**config.mk**
```make
export PLATFORM = sky130hd
export DESIGN_NAME = dma_axi_mc_ctrl_flat
export DESIGN_NICKNAME = d
export VERILOG_FILES = /design/src/rtl/dma_axi_mc_ctrl_if.sv /design/src/rtl/dma_axi_mc_ctrl.sv /design/src/flat_wrapper.sv
export SDC_FILE = /design/constraint.sdc
export NUM_CORES = 2
export LEC_CHECK = 0
export CORE_MARGIN = 1
export CORE_UTILIZATION = 36
export DETAILED_ROUTE_END_ITERATION = 10
export SLEW_MARGIN = 30
export SYNTH_ARGS = -nofsm -noshare
export SYNTH_HDL_FRONTEND = slang
export SYNTH_SLANG_ARGS = --single-unit
```
**constraint.sdc**
```tcl
create_clock -name clk -period 7.75 [get_ports clk]
set_input_delay 2.325 -clock clk [delete_from_list [all_inputs] [get_ports clk]]
set_output_delay 2.325 -clock clk [all_outputs]
set_load 0.01 [all_outputs]
```
**src/rtl/dma_axi_mc_ctrl_if.sv**
```systemverilog
// AXI4 master-side bundle for the multi-channel DMA: address, data and response channels.
interface dma_axi_mc_ctrl_if #(
    parameter int ADDR_WIDTH = 32,
    parameter int DATA_WIDTH = 64
);
    logic                      arvalid;
    logic                      arready;
    logic [ADDR_WIDTH-1:0]     araddr;
    logic [7:0]                arlen;
    logic [2:0]                arsize;
    logic [1:0]                arburst;
    logic                      rvalid;
    logic                      rready;
    logic [DATA_WIDTH-1:0]     rdata;
    logic [1:0]                rresp;
    logic                      rlast;
    logic                      awvalid;
    logic                      awready;
    logic [ADDR_WIDTH-1:0]     awaddr;
    logic [7:0]                awlen;
    logic [2:0]                awsize;
    logic [1:0]                awburst;
    logic                      wvalid;
    logic                      wready;
    logic [DATA_WIDTH-1:0]     wdata;
    logic [DATA_WIDTH/8-1:0]   wstrb;
    logic                      wlast;
    logic                      bvalid;
    logic                      bready;
    logic [1:0]                bresp;

    modport master (
        output arvalid, araddr, arlen, arsize, arburst, rready,
        output awvalid, awaddr, awlen, awsize, awburst,
        output wvalid, wdata, wstrb, wlast, bready,
        input  arready, rvalid, rdata, rresp, rlast, awready, wready, bvalid, bresp
    );

    modport slave (
        input  arvalid, araddr, arlen, arsize, arburst, rready,
        input  awvalid, awaddr, awlen, awsize, awburst,
        input  wvalid, wdata, wstrb, wlast, bready,
        output arready, rvalid, rdata, rresp, rlast, awready, wready, bvalid, bresp
    );
endinterface

```
**src/rtl/dma_axi_mc_ctrl.sv**
```systemverilog
// Multi-channel AXI4 copy engine: round-robin burst arbitration, each burst read into a
// local beat buffer and then written back out, one burst outstanding at a time.
module dma_axi_mc_ctrl #(
    parameter int NUM_CH     = 4,
    parameter int ADDR_WIDTH = 32,
    parameter int DATA_WIDTH = 64,
    parameter int MAX_BURST  = 16
) (
    input  logic                         clk,
    input  logic                         rst,
    input  logic [NUM_CH-1:0]            ch_start,
    input  logic [NUM_CH*ADDR_WIDTH-1:0] ch_src_addr,
    input  logic [NUM_CH*ADDR_WIDTH-1:0] ch_dst_addr,
    input  logic [NUM_CH*32-1:0]         ch_size,
    output logic [NUM_CH-1:0]            ch_busy,
    output logic [NUM_CH-1:0]            ch_done,
    output logic [NUM_CH-1:0]            ch_error,
    dma_axi_mc_ctrl_if.master            m_axi
);
    localparam int BPB     = DATA_WIDTH / 8;
    localparam int LOG_BPB = $clog2(BPB);
    localparam int CH_W    = (NUM_CH > 1) ? $clog2(NUM_CH) : 1;
    localparam int CH_W1   = CH_W + 1;
    localparam int IDX_W   = (MAX_BURST > 1) ? $clog2(MAX_BURST) : 1;

    typedef enum logic [2:0] {
        S_IDLE, S_ARB, S_RD_ADDR, S_RD_DATA, S_WR_ADDR, S_WR_DATA, S_WR_RESP, S_UPD
    } state_t;

    state_t                  state_reg, state_next;
    logic [ADDR_WIDTH-1:0]   src_reg [NUM_CH];
    logic [ADDR_WIDTH-1:0]   dst_reg [NUM_CH];
    logic [31:0]             rem_reg [NUM_CH];
    logic [ADDR_WIDTH-1:0]   start_src [NUM_CH];
    logic [ADDR_WIDTH-1:0]   start_dst [NUM_CH];
    logic [31:0]             start_size [NUM_CH];
    logic [NUM_CH-1:0]       start_zero, start_bad;
    logic [CH_W-1:0]         grant_reg, grant_next, rr_reg;
    logic [7:0]              len_m1_reg;
    logic [8:0]              rbeat_reg, wbeat_reg;
    logic                    err_reg;
    logic [31:0]             src_room, dst_room, len_calc, burst_beats;
    logic                    rd_last;
    logic [IDX_W-1:0]        rd_idx;
    logic [DATA_WIDTH-1:0]   buf_mem [2**IDX_W];
    logic [DATA_WIDTH-1:0]   buf_q_reg;

    generate
        for (genvar gi = 0; gi < NUM_CH; gi++) begin : g_unpack
            assign start_src[gi]  = ch_src_addr[gi*ADDR_WIDTH +: ADDR_WIDTH];
            assign start_dst[gi]  = ch_dst_addr[gi*ADDR_WIDTH +: ADDR_WIDTH];
            assign start_size[gi] = ch_size[gi*32 +: 32];
            assign start_zero[gi] = (start_size[gi] == 32'd0);
            assign start_bad[gi]  = (|start_size[gi][LOG_BPB-1:0]) | (|start_src[gi][LOG_BPB-1:0])
                                  | (|start_dst[gi][LOG_BPB-1:0]);
        end
    endgenerate

    // First busy channel at or after the round-robin pointer, wrapping.
    always_comb begin
        logic             found;
        logic [CH_W1-1:0] sum;
        grant_next = '0;
        found      = 1'b0;
        sum        = '0;
        for (int k = 0; k < NUM_CH; k++) begin
            sum = {1'b0, rr_reg} + CH_W1'(k);
            if (sum >= CH_W1'(NUM_CH)) sum = sum - CH_W1'(NUM_CH);
            if (!found && ch_busy[sum[CH_W-1:0]]) begin
                found      = 1'b1;
                grant_next = sum[CH_W-1:0];
            end
        end
    end

    // Burst length: never cross a 4 KB page on either side.
    always_comb begin
        src_room = (32'd4096 - {20'd0, src_reg[grant_next][11:0]}) >> LOG_BPB;
        dst_room = (32'd4096 - {20'd0, dst_reg[grant_next][11:0]}) >> LOG_BPB;
        len_calc = rem_reg[grant_next];
        if (len_calc > 32'(MAX_BURST)) len_calc = 32'(MAX_BURST);
        if (len_calc > src_room)       len_calc = src_room;
        if (len_calc > dst_room)       len_calc = dst_room;
    end

    assign burst_beats = 32'(len_m1_reg) + 32'd1;
    assign rd_last     = m_axi.rvalid && (m_axi.rlast || rbeat_reg == {1'b0, len_m1_reg});

    always_ff @(posedge clk) begin
        if (rst) state_reg <= S_IDLE;
        else     state_reg <= state_next;
    end

    always_comb begin
        state_next = state_reg;
        case (state_reg)
            S_IDLE:    if (|ch_busy) state_next = S_ARB;
            S_ARB:     state_next = S_RD_ADDR;
            S_RD_ADDR: if (m_axi.arready) state_next = S_RD_DATA;
            S_RD_DATA: if (rd_last) state_next = (err_reg || m_axi.rresp != 2'b00) ? S_UPD : S_WR_ADDR;
            S_WR_ADDR: if (m_axi.awready) state_next = S_WR_DATA;
            S_WR_DATA: if (m_axi.wready && wbeat_reg == {1'b0, len_m1_reg}) state_next = S_WR_RESP;
            S_WR_RESP: if (m_axi.bvalid) state_next = S_UPD;
            S_UPD:     state_next = S_IDLE;
            default:   state_next = S_IDLE;
        endcase
    end

    always_comb begin
        m_axi.arvalid = (state_reg == S_RD_ADDR);
        m_axi.rready  = (state_reg == S_RD_DATA);
        m_axi.awvalid = (state_reg == S_WR_ADDR);
        m_axi.wvalid  = (state_reg == S_WR_DATA);
        m_axi.bready  = (state_reg == S_WR_RESP);
        m_axi.wlast   = (state_reg == S_WR_DATA) && (wbeat_reg == {1'b0, len_m1_reg});
        m_axi.arsize  = (state_reg == S_RD_ADDR) ? 3'(LOG_BPB) : 3'd0;
        m_axi.arburst = (state_reg == S_RD_ADDR) ? 2'b01 : 2'b00;
        m_axi.awsize  = (state_reg == S_WR_ADDR) ? 3'(LOG_BPB) : 3'd0;
        m_axi.awburst = (state_reg == S_WR_ADDR) ? 2'b01 : 2'b00;
        m_axi.wstrb   = (state_reg == S_WR_DATA) ? '1 : '0;
        m_axi.wdata   = (state_reg == S_WR_DATA) ? buf_q_reg : '0;
    end

    assign m_axi.araddr = src_reg[grant_reg];
    assign m_axi.awaddr = dst_reg[grant_reg];
    assign m_axi.arlen  = len_m1_reg;
    assign m_axi.awlen  = len_m1_reg;

    always_ff @(posedge clk) begin
        if (rst) begin
            ch_busy  <= '0;
            ch_done  <= '0;
            ch_error <= '0;
            for (int i = 0; i < NUM_CH; i++) begin
                src_reg[i] <= '0;
                dst_reg[i] <= '0;
                rem_reg[i] <= '0;
            end
        end else begin
            ch_done  <= '0;
            ch_error <= '0;
            for (int i = 0; i < NUM_CH; i++) begin
                if (ch_start[i] && !ch_busy[i]) begin
                    src_reg[i] <= start_src[i];
                    dst_reg[i] <= start_dst[i];
                    rem_reg[i] <= start_size[i] >> LOG_BPB;
                    if (start_zero[i]) begin
                        ch_done[i] <= 1'b1;
                    end else if (start_bad[i]) begin
                        ch_done[i]  <= 1'b1;
                        ch_error[i] <= 1'b1;
                    end else begin
                        ch_busy[i] <= 1'b1;
                    end
                end
            end
            // The granted channel is busy, so it never collides with a capture above.
            if (state_reg == S_UPD) begin
                src_reg[grant_reg] <= src_reg[grant_reg] + (ADDR_WIDTH'(burst_beats) << LOG_BPB);
                dst_reg[grant_reg] <= dst_reg[grant_reg] + (ADDR_WIDTH'(burst_beats) << LOG_BPB);
                rem_reg[grant_reg] <= rem_reg[grant_reg] - burst_beats;
                if (err_reg || rem_reg[grant_reg] == burst_beats) begin
                    ch_busy[grant_reg]  <= 1'b0;
                    ch_done[grant_reg]  <= 1'b1;
                    ch_error[grant_reg] <= err_reg;
                end
            end
        end
    end

    always_ff @(posedge clk) begin
        if (rst) begin
            grant_reg  <= '0;
            rr_reg     <= '0;
            len_m1_reg <= '0;
            rbeat_reg  <= '0;
            wbeat_reg  <= '0;
            err_reg    <= 1'b0;
        end else begin
            case (state_reg)
                S_ARB: begin
                    grant_reg  <= grant_next;
                    len_m1_reg <= 8'(len_calc - 32'd1);
                    rbeat_reg  <= '0;
                    wbeat_reg  <= '0;
                    err_reg    <= 1'b0;
                end
                S_RD_DATA: if (m_axi.rvalid) begin
                    rbeat_reg <= rbeat_reg + 9'd1;
                    if (m_axi.rresp != 2'b00) err_reg <= 1'b1;
                end
                S_WR_DATA: if (m_axi.wready) wbeat_reg <= wbeat_reg + 9'd1;
                S_WR_RESP: if (m_axi.bvalid && m_axi.bresp != 2'b00) err_reg <= 1'b1;
                S_UPD:     rr_reg <= (grant_reg == CH_W'(NUM_CH - 1)) ? '0 : grant_reg + 1'b1;
                default: ;
            endcase
        end
    end

    // Read one beat ahead so wdata is ready the cycle after each W handshake.
    assign rd_idx = (state_reg == S_WR_DATA && m_axi.wready) ? IDX_W'(wbeat_reg + 9'd1)
                                                            : IDX_W'(wbeat_reg);

    always_ff @(posedge clk) begin
        if (state_reg == S_RD_DATA && m_axi.rvalid) buf_mem[IDX_W'(rbeat_reg)] <= m_axi.rdata;
        buf_q_reg <= buf_mem[rd_idx];
    end
endmodule
```
**src/flat_wrapper.sv**
```systemverilog
// flat-port wrapper written by rule: the top's interface ports become plain ports
module dma_axi_mc_ctrl_flat 
#(
    parameter int NUM_CH     = 4,
    parameter int ADDR_WIDTH = 32,
    parameter int DATA_WIDTH = 64,
    parameter int MAX_BURST  = 16
)
  (clk, rst, ch_start, ch_src_addr, ch_dst_addr, ch_size, ch_busy, ch_done, ch_error, m_axi_arvalid, m_axi_araddr, m_axi_arlen, m_axi_arsize, m_axi_arburst, m_axi_rready, m_axi_awvalid, m_axi_awaddr, m_axi_awlen, m_axi_awsize, m_axi_awburst, m_axi_wvalid, m_axi_wdata, m_axi_wstrb, m_axi_wlast, m_axi_bready, m_axi_arready, m_axi_rvalid, m_axi_rdata, m_axi_rresp, m_axi_rlast, m_axi_awready, m_axi_wready, m_axi_bvalid, m_axi_bresp);
  dma_axi_mc_ctrl_if #(.ADDR_WIDTH(ADDR_WIDTH), .DATA_WIDTH(DATA_WIDTH)) m_axi_i ();
  input  logic clk;
  input  logic rst;
  input  logic [NUM_CH-1:0] ch_start;
  input  logic [NUM_CH*ADDR_WIDTH-1:0] ch_src_addr;
  input  logic [NUM_CH*ADDR_WIDTH-1:0] ch_dst_addr;
  input  logic [NUM_CH*32-1:0] ch_size;
  output logic [NUM_CH-1:0] ch_busy;
  output logic [NUM_CH-1:0] ch_done;
  output logic [NUM_CH-1:0] ch_error;
  output wire logic [$bits(m_axi_i.arvalid)-1:0] m_axi_arvalid;
  output wire logic [$bits(m_axi_i.araddr)-1:0] m_axi_araddr;
  output wire logic [$bits(m_axi_i.arlen)-1:0] m_axi_arlen;
  output wire logic [$bits(m_axi_i.arsize)-1:0] m_axi_arsize;
  output wire logic [$bits(m_axi_i.arburst)-1:0] m_axi_arburst;
  output wire logic [$bits(m_axi_i.rready)-1:0] m_axi_rready;
  output wire logic [$bits(m_axi_i.awvalid)-1:0] m_axi_awvalid;
  output wire logic [$bits(m_axi_i.awaddr)-1:0] m_axi_awaddr;
  output wire logic [$bits(m_axi_i.awlen)-1:0] m_axi_awlen;
  output wire logic [$bits(m_axi_i.awsize)-1:0] m_axi_awsize;
  output wire logic [$bits(m_axi_i.awburst)-1:0] m_axi_awburst;
  output wire logic [$bits(m_axi_i.wvalid)-1:0] m_axi_wvalid;
  output wire logic [$bits(m_axi_i.wdata)-1:0] m_axi_wdata;
  output wire logic [$bits(m_axi_i.wstrb)-1:0] m_axi_wstrb;
  output wire logic [$bits(m_axi_i.wlast)-1:0] m_axi_wlast;
  output wire logic [$bits(m_axi_i.bready)-1:0] m_axi_bready;
  input wire logic [$bits(m_axi_i.arready)-1:0] m_axi_arready;
  input wire logic [$bits(m_axi_i.rvalid)-1:0] m_axi_rvalid;
  input wire logic [$bits(m_axi_i.rdata)-1:0] m_axi_rdata;
  input wire logic [$bits(m_axi_i.rresp)-1:0] m_axi_rresp;
  input wire logic [$bits(m_axi_i.rlast)-1:0] m_axi_rlast;
  input wire logic [$bits(m_axi_i.awready)-1:0] m_axi_awready;
  input wire logic [$bits(m_axi_i.wready)-1:0] m_axi_wready;
  input wire logic [$bits(m_axi_i.bvalid)-1:0] m_axi_bvalid;
  input wire logic [$bits(m_axi_i.bresp)-1:0] m_axi_bresp;
  assign m_axi_arvalid = m_axi_i.arvalid;
  assign m_axi_araddr = m_axi_i.araddr;
  assign m_axi_arlen = m_axi_i.arlen;
  assign m_axi_arsize = m_axi_i.arsize;
  assign m_axi_arburst = m_axi_i.arburst;
  assign m_axi_rready = m_axi_i.rready;
  assign m_axi_awvalid = m_axi_i.awvalid;
  assign m_axi_awaddr = m_axi_i.awaddr;
  assign m_axi_awlen = m_axi_i.awlen;
  assign m_axi_awsize = m_axi_i.awsize;
  assign m_axi_awburst = m_axi_i.awburst;
  assign m_axi_wvalid = m_axi_i.wvalid;
  assign m_axi_wdata = m_axi_i.wdata;
  assign m_axi_wstrb = m_axi_i.wstrb;
  assign m_axi_wlast = m_axi_i.wlast;
  assign m_axi_bready = m_axi_i.bready;
  assign m_axi_i.arready = m_axi_arready;
  assign m_axi_i.rvalid = m_axi_rvalid;
  assign m_axi_i.rdata = m_axi_rdata;
  assign m_axi_i.rresp = m_axi_rresp;
  assign m_axi_i.rlast = m_axi_rlast;
  assign m_axi_i.awready = m_axi_awready;
  assign m_axi_i.wready = m_axi_wready;
  assign m_axi_i.bvalid = m_axi_bvalid;
  assign m_axi_i.bresp = m_axi_bresp;
  dma_axi_mc_ctrl #(.NUM_CH(NUM_CH), .ADDR_WIDTH(ADDR_WIDTH), .DATA_WIDTH(DATA_WIDTH), .MAX_BURST(MAX_BURST)) u_core (.clk(clk), .rst(rst), .ch_start(ch_start), .ch_src_addr(ch_src_addr), .ch_dst_addr(ch_dst_addr), .ch_size(ch_size), .ch_busy(ch_busy), .ch_done(ch_done), .ch_error(ch_error), .m_axi(m_axi_i));
endmodule
```
Word level (Yosys, flattened, before mapping)
Memories as Yosys holds them, arrays and structs flattened. A register that Yosys moved wholly into a read port is not among the register bits. Index checks and enable logic that the tools add are counted.

$add $sub $neg: 17. Magnitude comparators: 13. Equality and inequality tests: 21. Mux-type cells: 136. Bitwise operators: 23. Reduce and logical (&&, ||, !) cells: 51.

Operators by type and width (count): 2-to-1 mux 32 bit (14); logical NOT 32 bit (4); 2-to-1 mux 1 bit (76); adder 32 bit (2); > comparator 32 x 29 -> 1 bit (2); 2-to-1 mux 64 bit (1); 2-to-1 mux 2 bit (18); one-hot mux 9 bit (2 select lines) (2); OR reduction 3 bit (12); equality test 32 bit (1); > comparator 32 x 5 -> 1 bit, second input constant (1); subtractor 32 bit (1); 2-to-1 mux 4 bit (7); subtractor 13 x 12 -> 14 bit, first input constant (2); one-hot mux 3 bit (8 select lines) (1); inequality test 2 x 1 -> 1 bit, second input constant (10); bitwise OR 1 bit (20); adder 9 x 1 -> 9 bit, second input constant (2); equality test 9 x 8 -> 1 bit (2); 2-to-1 mux 3 bit (6); 2-to-1 mux 9 bit (2); 2-to-1 mux 8 bit (2); < comparator 2 x 3 -> 1 bit, second input constant (5); logical AND 1 bit (14); other kinds (29) (54).

Register bits: 46. RAM bits: 1408. Output and inout port bits: 180. Word-level logic and storage cells: 275. Memories kept: 4.

Memories: u_core.buf_mem (depth 16, width 64, read ports 1, clocked after memory_dff 1, wr ports 1, RTL line dma_axi_mc_ctrl.sv:45) `logic [DATA_WIDTH-1:0] buf_mem [2**IDX_W];`; u_core.dst_reg (depth 4, width 32, read ports 2, clocked after memory_dff 1, wr ports 5, RTL line dma_axi_mc_ctrl.sv:32) `logic [ADDR_WIDTH-1:0] dst_reg [NUM_CH];`; u_core.rem_reg (depth 4, width 32, read ports 2, clocked after memory_dff 1, wr ports 5, RTL line dma_axi_mc_ctrl.sv:33) `logic [31:0] rem_reg [NUM_CH];`; u_core.src_reg (depth 4, width 32, read ports 2, clocked after memory_dff 1, wr ports 5, RTL line dma_axi_mc_ctrl.sv:31) `logic [ADDR_WIDTH-1:0] src_reg [NUM_CH];`.

Longest topological paths before layout
An unclocked memory read counts as a cell.

Depth in word-level cells: 22. Depth in mapped cells: 33. Mapped depth without buffers: 28.

Worst setup path before layout
Ideal clock, no wire load.

Kind: in2reg. Start: in m_axi_rvalid. End: mem u_core.buf_mem[3][0] (enable). Arrival: 7.102 ns. Required time: 7.185 ns. Slack: 0.083 ns. Stages: 4. Buffers on the path: 1. Path through: and2_1 -> clkbuf_1 -> nand2_1 -> nor3_1.

Longest elaborated chain between the ends: 3.

Ends and longest elaborated chain: from (decl) (RTL line flat_wrapper.sv:37) `input wire logic [$bits(m_axi_i.rvalid)-1:0] m_axi_rvalid;`; logical AND 1 bit (RTL line dma_axi_mc_ctrl.sv:205) `if (state_reg == S_RD_DATA && m_axi.rvalid) buf_mem[IDX_W'(rbeat_reg)] <= m_axi.rdata;`; 2-to-1 mux 1 bit (RTL line dma_axi_mc_ctrl.sv:205); 2-to-1 mux 1 bit (not written as such) (RTL line dma_axi_mc_ctrl.sv:205); to (decl) (RTL line dma_axi_mc_ctrl.sv:45).

Every way passes these cells.

Worst setup path after layout
Start: reg u_core.ch_busy[3]. End: reg u_core.len_m1_reg[6], in the netlist u_core.m_axi.arlen[6].

Longest elaborated chain between the ends: 20. Elaborated cells between the ends (all ways): 33. Classes of those cells: add/sub (3); order compare (3); mux (18); reduce/logical (6); memory (3).

Ends and longest elaborated chain: from (decl) (RTL line dma_axi_mc_ctrl.sv:15) `output logic [NUM_CH-1:0] ch_busy,`; from (signal assigned) (RTL line dma_axi_mc_ctrl.sv:131) `ch_busy <= '0;`; from (signal, indexed assignment) (RTL line dma_axi_mc_ctrl.sv:153) `ch_busy[i] <= 1'b1;`; from (signal, indexed assignment) (RTL line dma_axi_mc_ctrl.sv:163) `ch_busy[grant_reg] <= 1'b0;`; binary-select mux 1 bit (select 2 bit) (RTL line dma_axi_mc_ctrl.sv:69) `if (!found && ch_busy[sum[CH_W-1:0]]) begin`; 2-to-1 mux 1 bit (not written as such) (RTL line dma_axi_mc_ctrl.sv:69); 2-to-1 mux 1 bit (RTL line dma_axi_mc_ctrl.sv:69); logical NOT 1 bit (RTL line dma_axi_mc_ctrl.sv:69); logical AND 1 bit (RTL line dma_axi_mc_ctrl.sv:69); 2-to-1 mux 1 bit (RTL line dma_axi_mc_ctrl.sv:69); logical NOT 1 bit (RTL line dma_axi_mc_ctrl.sv:69); logical AND 1 bit (RTL line dma_axi_mc_ctrl.sv:69); [... 4 more ...]; memory read (4 x 32 bit); > comparator 32 x 5 -> 1 bit (RTL line dma_axi_mc_ctrl.sv:81) `if (len_calc > 32'(MAX_BURST)) len_calc = 32'(MAX_BURST);`; 2-to-1 mux 32 bit (RTL line dma_axi_mc_ctrl.sv:81); > comparator 32 x 29 -> 1 bit (RTL line dma_axi_mc_ctrl.sv:82) `if (len_calc > src_room) len_calc = src_room;`; 2-to-1 mux 32 bit (RTL line dma_axi_mc_ctrl.sv:82); > comparator 32 x 29 -> 1 bit (RTL line dma_axi_mc_ctrl.sv:83) `if (len_calc > dst_room) len_calc = dst_room;`; 2-to-1 mux 8 bit * (RTL line dma_axi_mc_ctrl.sv:83); subtractor 8 x 1 -> 8 bit * (RTL line dma_axi_mc_ctrl.sv:183) `len_m1_reg <= 8'(len_calc - 32'd1);`; to (signal assigned) (RTL line dma_axi_mc_ctrl.sv:183); to (decl) (RTL line dma_axi_mc_ctrl.sv:39) `logic [7:0] len_m1_reg;`.

Every way passes the cells marked *; elsewhere a longest branch is shown, timed or not. The select of a mux whose other input is x is not followed. A chain may end at the register's enable or synchronous reset.

==> results.ini <==
[run_status]
status=completed

[logic_synthesis]
async_reset_ff_frac=0
ys.flop_type=edfxtp_1
synth.avg_cell_area_um2=16.98
synth_top_family_by_area=multiplexers
ys_seq_area_frac=0.6811
syn_area_um2=65370
synth_compound_area_frac=0.05570
syn_inst=3850
synth_fa_ha_area_frac=0.01202
synth_area_leaders=edfxtp_1 (65%), mux4_2 (14%), dfxtp_1 (3.4%)
synth_warnings=0
muxShareOfSynthArea=0.1519
synth_area_leader_cell=edfxtp_1
synth.top_cell.area_share=0.6468
synth_edf_count=1408
synth.distinct_cells=84
synthXorXnorAreaFrac=0.01702
ys_seq_elements=1520
ys_top_cells_by_count=edfxtp_1 (1408), mux4_2 (416), nand2_1 (322), o21ai_0 (266), a22o_1 (154)
yosys.area_share.simple=0.06185
synth.most_common_cell=edfxtp_1

[route]
drt_iter0_drc=4300
routedLengthMet1_um=84040
firstDrtPassIters=6
met2WireLength_um=106200
viasPerCell=5.681
routed-via-count=39970
drc=0
topRoutingLayerUsed=met5
ant_nets=0
wl_met3_um=16010
wl_per_cell_um=30.68
routed_wl_um=215900

[clocking]
cts_setup_buffers=0
htreeDepth=4
clk_pin_slew_ps=60
cts_hold_buffers=0
worstSkewPairLatency_ps=850
cts.sinks=1520
cts_resized=0
clock_path_buffers=3
cts_tree=done
cts_root_buf=clkbuf_16
cts_buffers=164

[placement]
hpwlAfterDp_um=136400
post-place-ws_ps=840.1
gp_congestion=0.9256
io_buffers=639

[sta]
hold_ws_ps=520.7
worst_slack_ps=723.7
slew_viol_final=0
rsz0062_at_grt=false
period_share=0.9066
tightest_slew_ps=1053
finClkSkew_ps=54.90
setup_violations=0
finalCriticalPeriod_ps=7026
fmax_mhz=142.3
relSlewSlack=0.2941
hold_violations=0
finalSetupTns_ps=0

[critical_path]
cpPeakStageDelay_ps=610
start_kind=flop
path_class=flop to flop
end_kind=flop
required_ps=8440
crit_fanout=14
startpoint=u_core.ch_busy[3]
cp_slowest_cell=o22a_1
reg2reg_from=u_core.ch_busy[3]
cp.arrival_ps=7710

[worst_hold_path]
min_path_type=flop to flop
hold_start=u_core.wbeat_reg[8]

[power_and_ir_drop]
internal_power_uw=14070
power_frac_seq=0.501
p_leak_uw=0.02687
peakVddDrop_mv=0.2012
netSwitchingFraction=0.2368
switching_power_uw=4365
pwr_density_cell_nw_per_um2=229.6
combPwrFrac=0.079
clkPwrFrac=0.420

[grt]
overflow=0
grt_max_degree=84
grt_pass1_vias=40490
grt_pass1_wl_um=305800
antenna_found_initial=51
grt_usage=0.2332

[die]
core_region_area_um2=180500
initial_core_util=0.3620
rows=156
die_h_um=428.1
die_area_um2=183300
num_io_pins=644
dieWidth_um=428.1

[cells_and_area]
largest-register=u_core.buf_mem
fin_nets=5031
largest_register_ffs=1024
area_growth_syn_to_layout_pct=22.80
layout-drive-gt1-share=0.1806

[run]
max_cap_violations=0

==> cells in the final DEF (no fill, tap or decap), drive strengths merged, types with 70 or more instances in the layout <==
master	count
clkbuf	210
o21ai	268
xnor2	74
nor2	128
a22o	154
clkinv	70
and2	77
nand2	323
mux4	416
clkdlybuf4s50	638
edfxtp	1408
dfxtp	112
buf	87
nand3	72
==> path summary, 6_finish.rpt <==
kind	endpoint	slack [ps]	cells past startpoint
max	u_core.m_axi.arlen[6]	720	31
min	u_core.wbeat_reg[8]	520	2
min reg2reg	u_core.wbeat_reg[8]	520	2
max reg2reg	u_core.m_axi.arlen[6]	720	31
==> worst max-delay path, delay by kind of cell, from the launching register on <==
family | cells | cell delay (ps)
flops | 1 | 560
simple gates | 10 | 1990
compound gates | 14 | 2920
buf+inv | 4 | 820
mux | 1 | 70
fa+ha+maj | 2 | 510
==> layout make-up <==
cell class | instances | area, um^2
Fill cell | 15810 | 100300
Clock buffer | 210 | 4408
Multi-Input combinational cell | 2043 | 19850
Tap cell | 2370 | 2965
Clock inverter | 89 | 885.9
Timing Repair Buffer | 725 | 7372
Antenna cell | 27 | 67.56
Inverter | 52 | 195.2
Sequential cell | 1520 | 44530
==> routing by layer <==
metal | vias to the layer above | track usage
met5 | - | 0
met4 | 36 | 0.1067
met3 | 407 | 0.05173
met2 | 1844 | 0.3837
met1 | 20930 | 0.2937
li1 | 16750 | -
==> through the flow <==
step | std cells | power (uW) | util | instance area [um^2]
finish | 7036 | 18430 | 0.4446 | 80270
global route | 7025 | 18960 | 0.4444 | 80240
CTS | 7009 | 18560 | 0.4442 | 80190
detailed placement | 6710 | 10850 | 0.4148 | 74900
global placement | 6707 | 10840 | 0.4144 | 74810
floorplan | 3858 | 10060 | - | 65400
==> logic make-up (layout without fill, tap and decap cells) <==
kind of cell             count (synthesis)  after routing
AND/OR/NAND/NOR                        826            826
multiplexers                           470            470
AO/OA/AOI/OAI                          550            550
adder cells (fa/ha/maj)                 61             61
XOR/XNOR                               127            127
other                                    1             36
buffers and inverters                  295           1076
flip-flops                            1520           1520
==> power by group through the flow <==
stage	Clock (uW)	Sequential, uW	Combinational, uW
2_1_floorplan	0	9350	706
3_3_place_gp	0	9410	1430
3_5_place_dp	0	9410	1430
4_1_cts	7870	9240	1450
5_1_grt	8160	9250	1550
6_report	7730	9240	1460
Power figures use the tool's default switching activity.
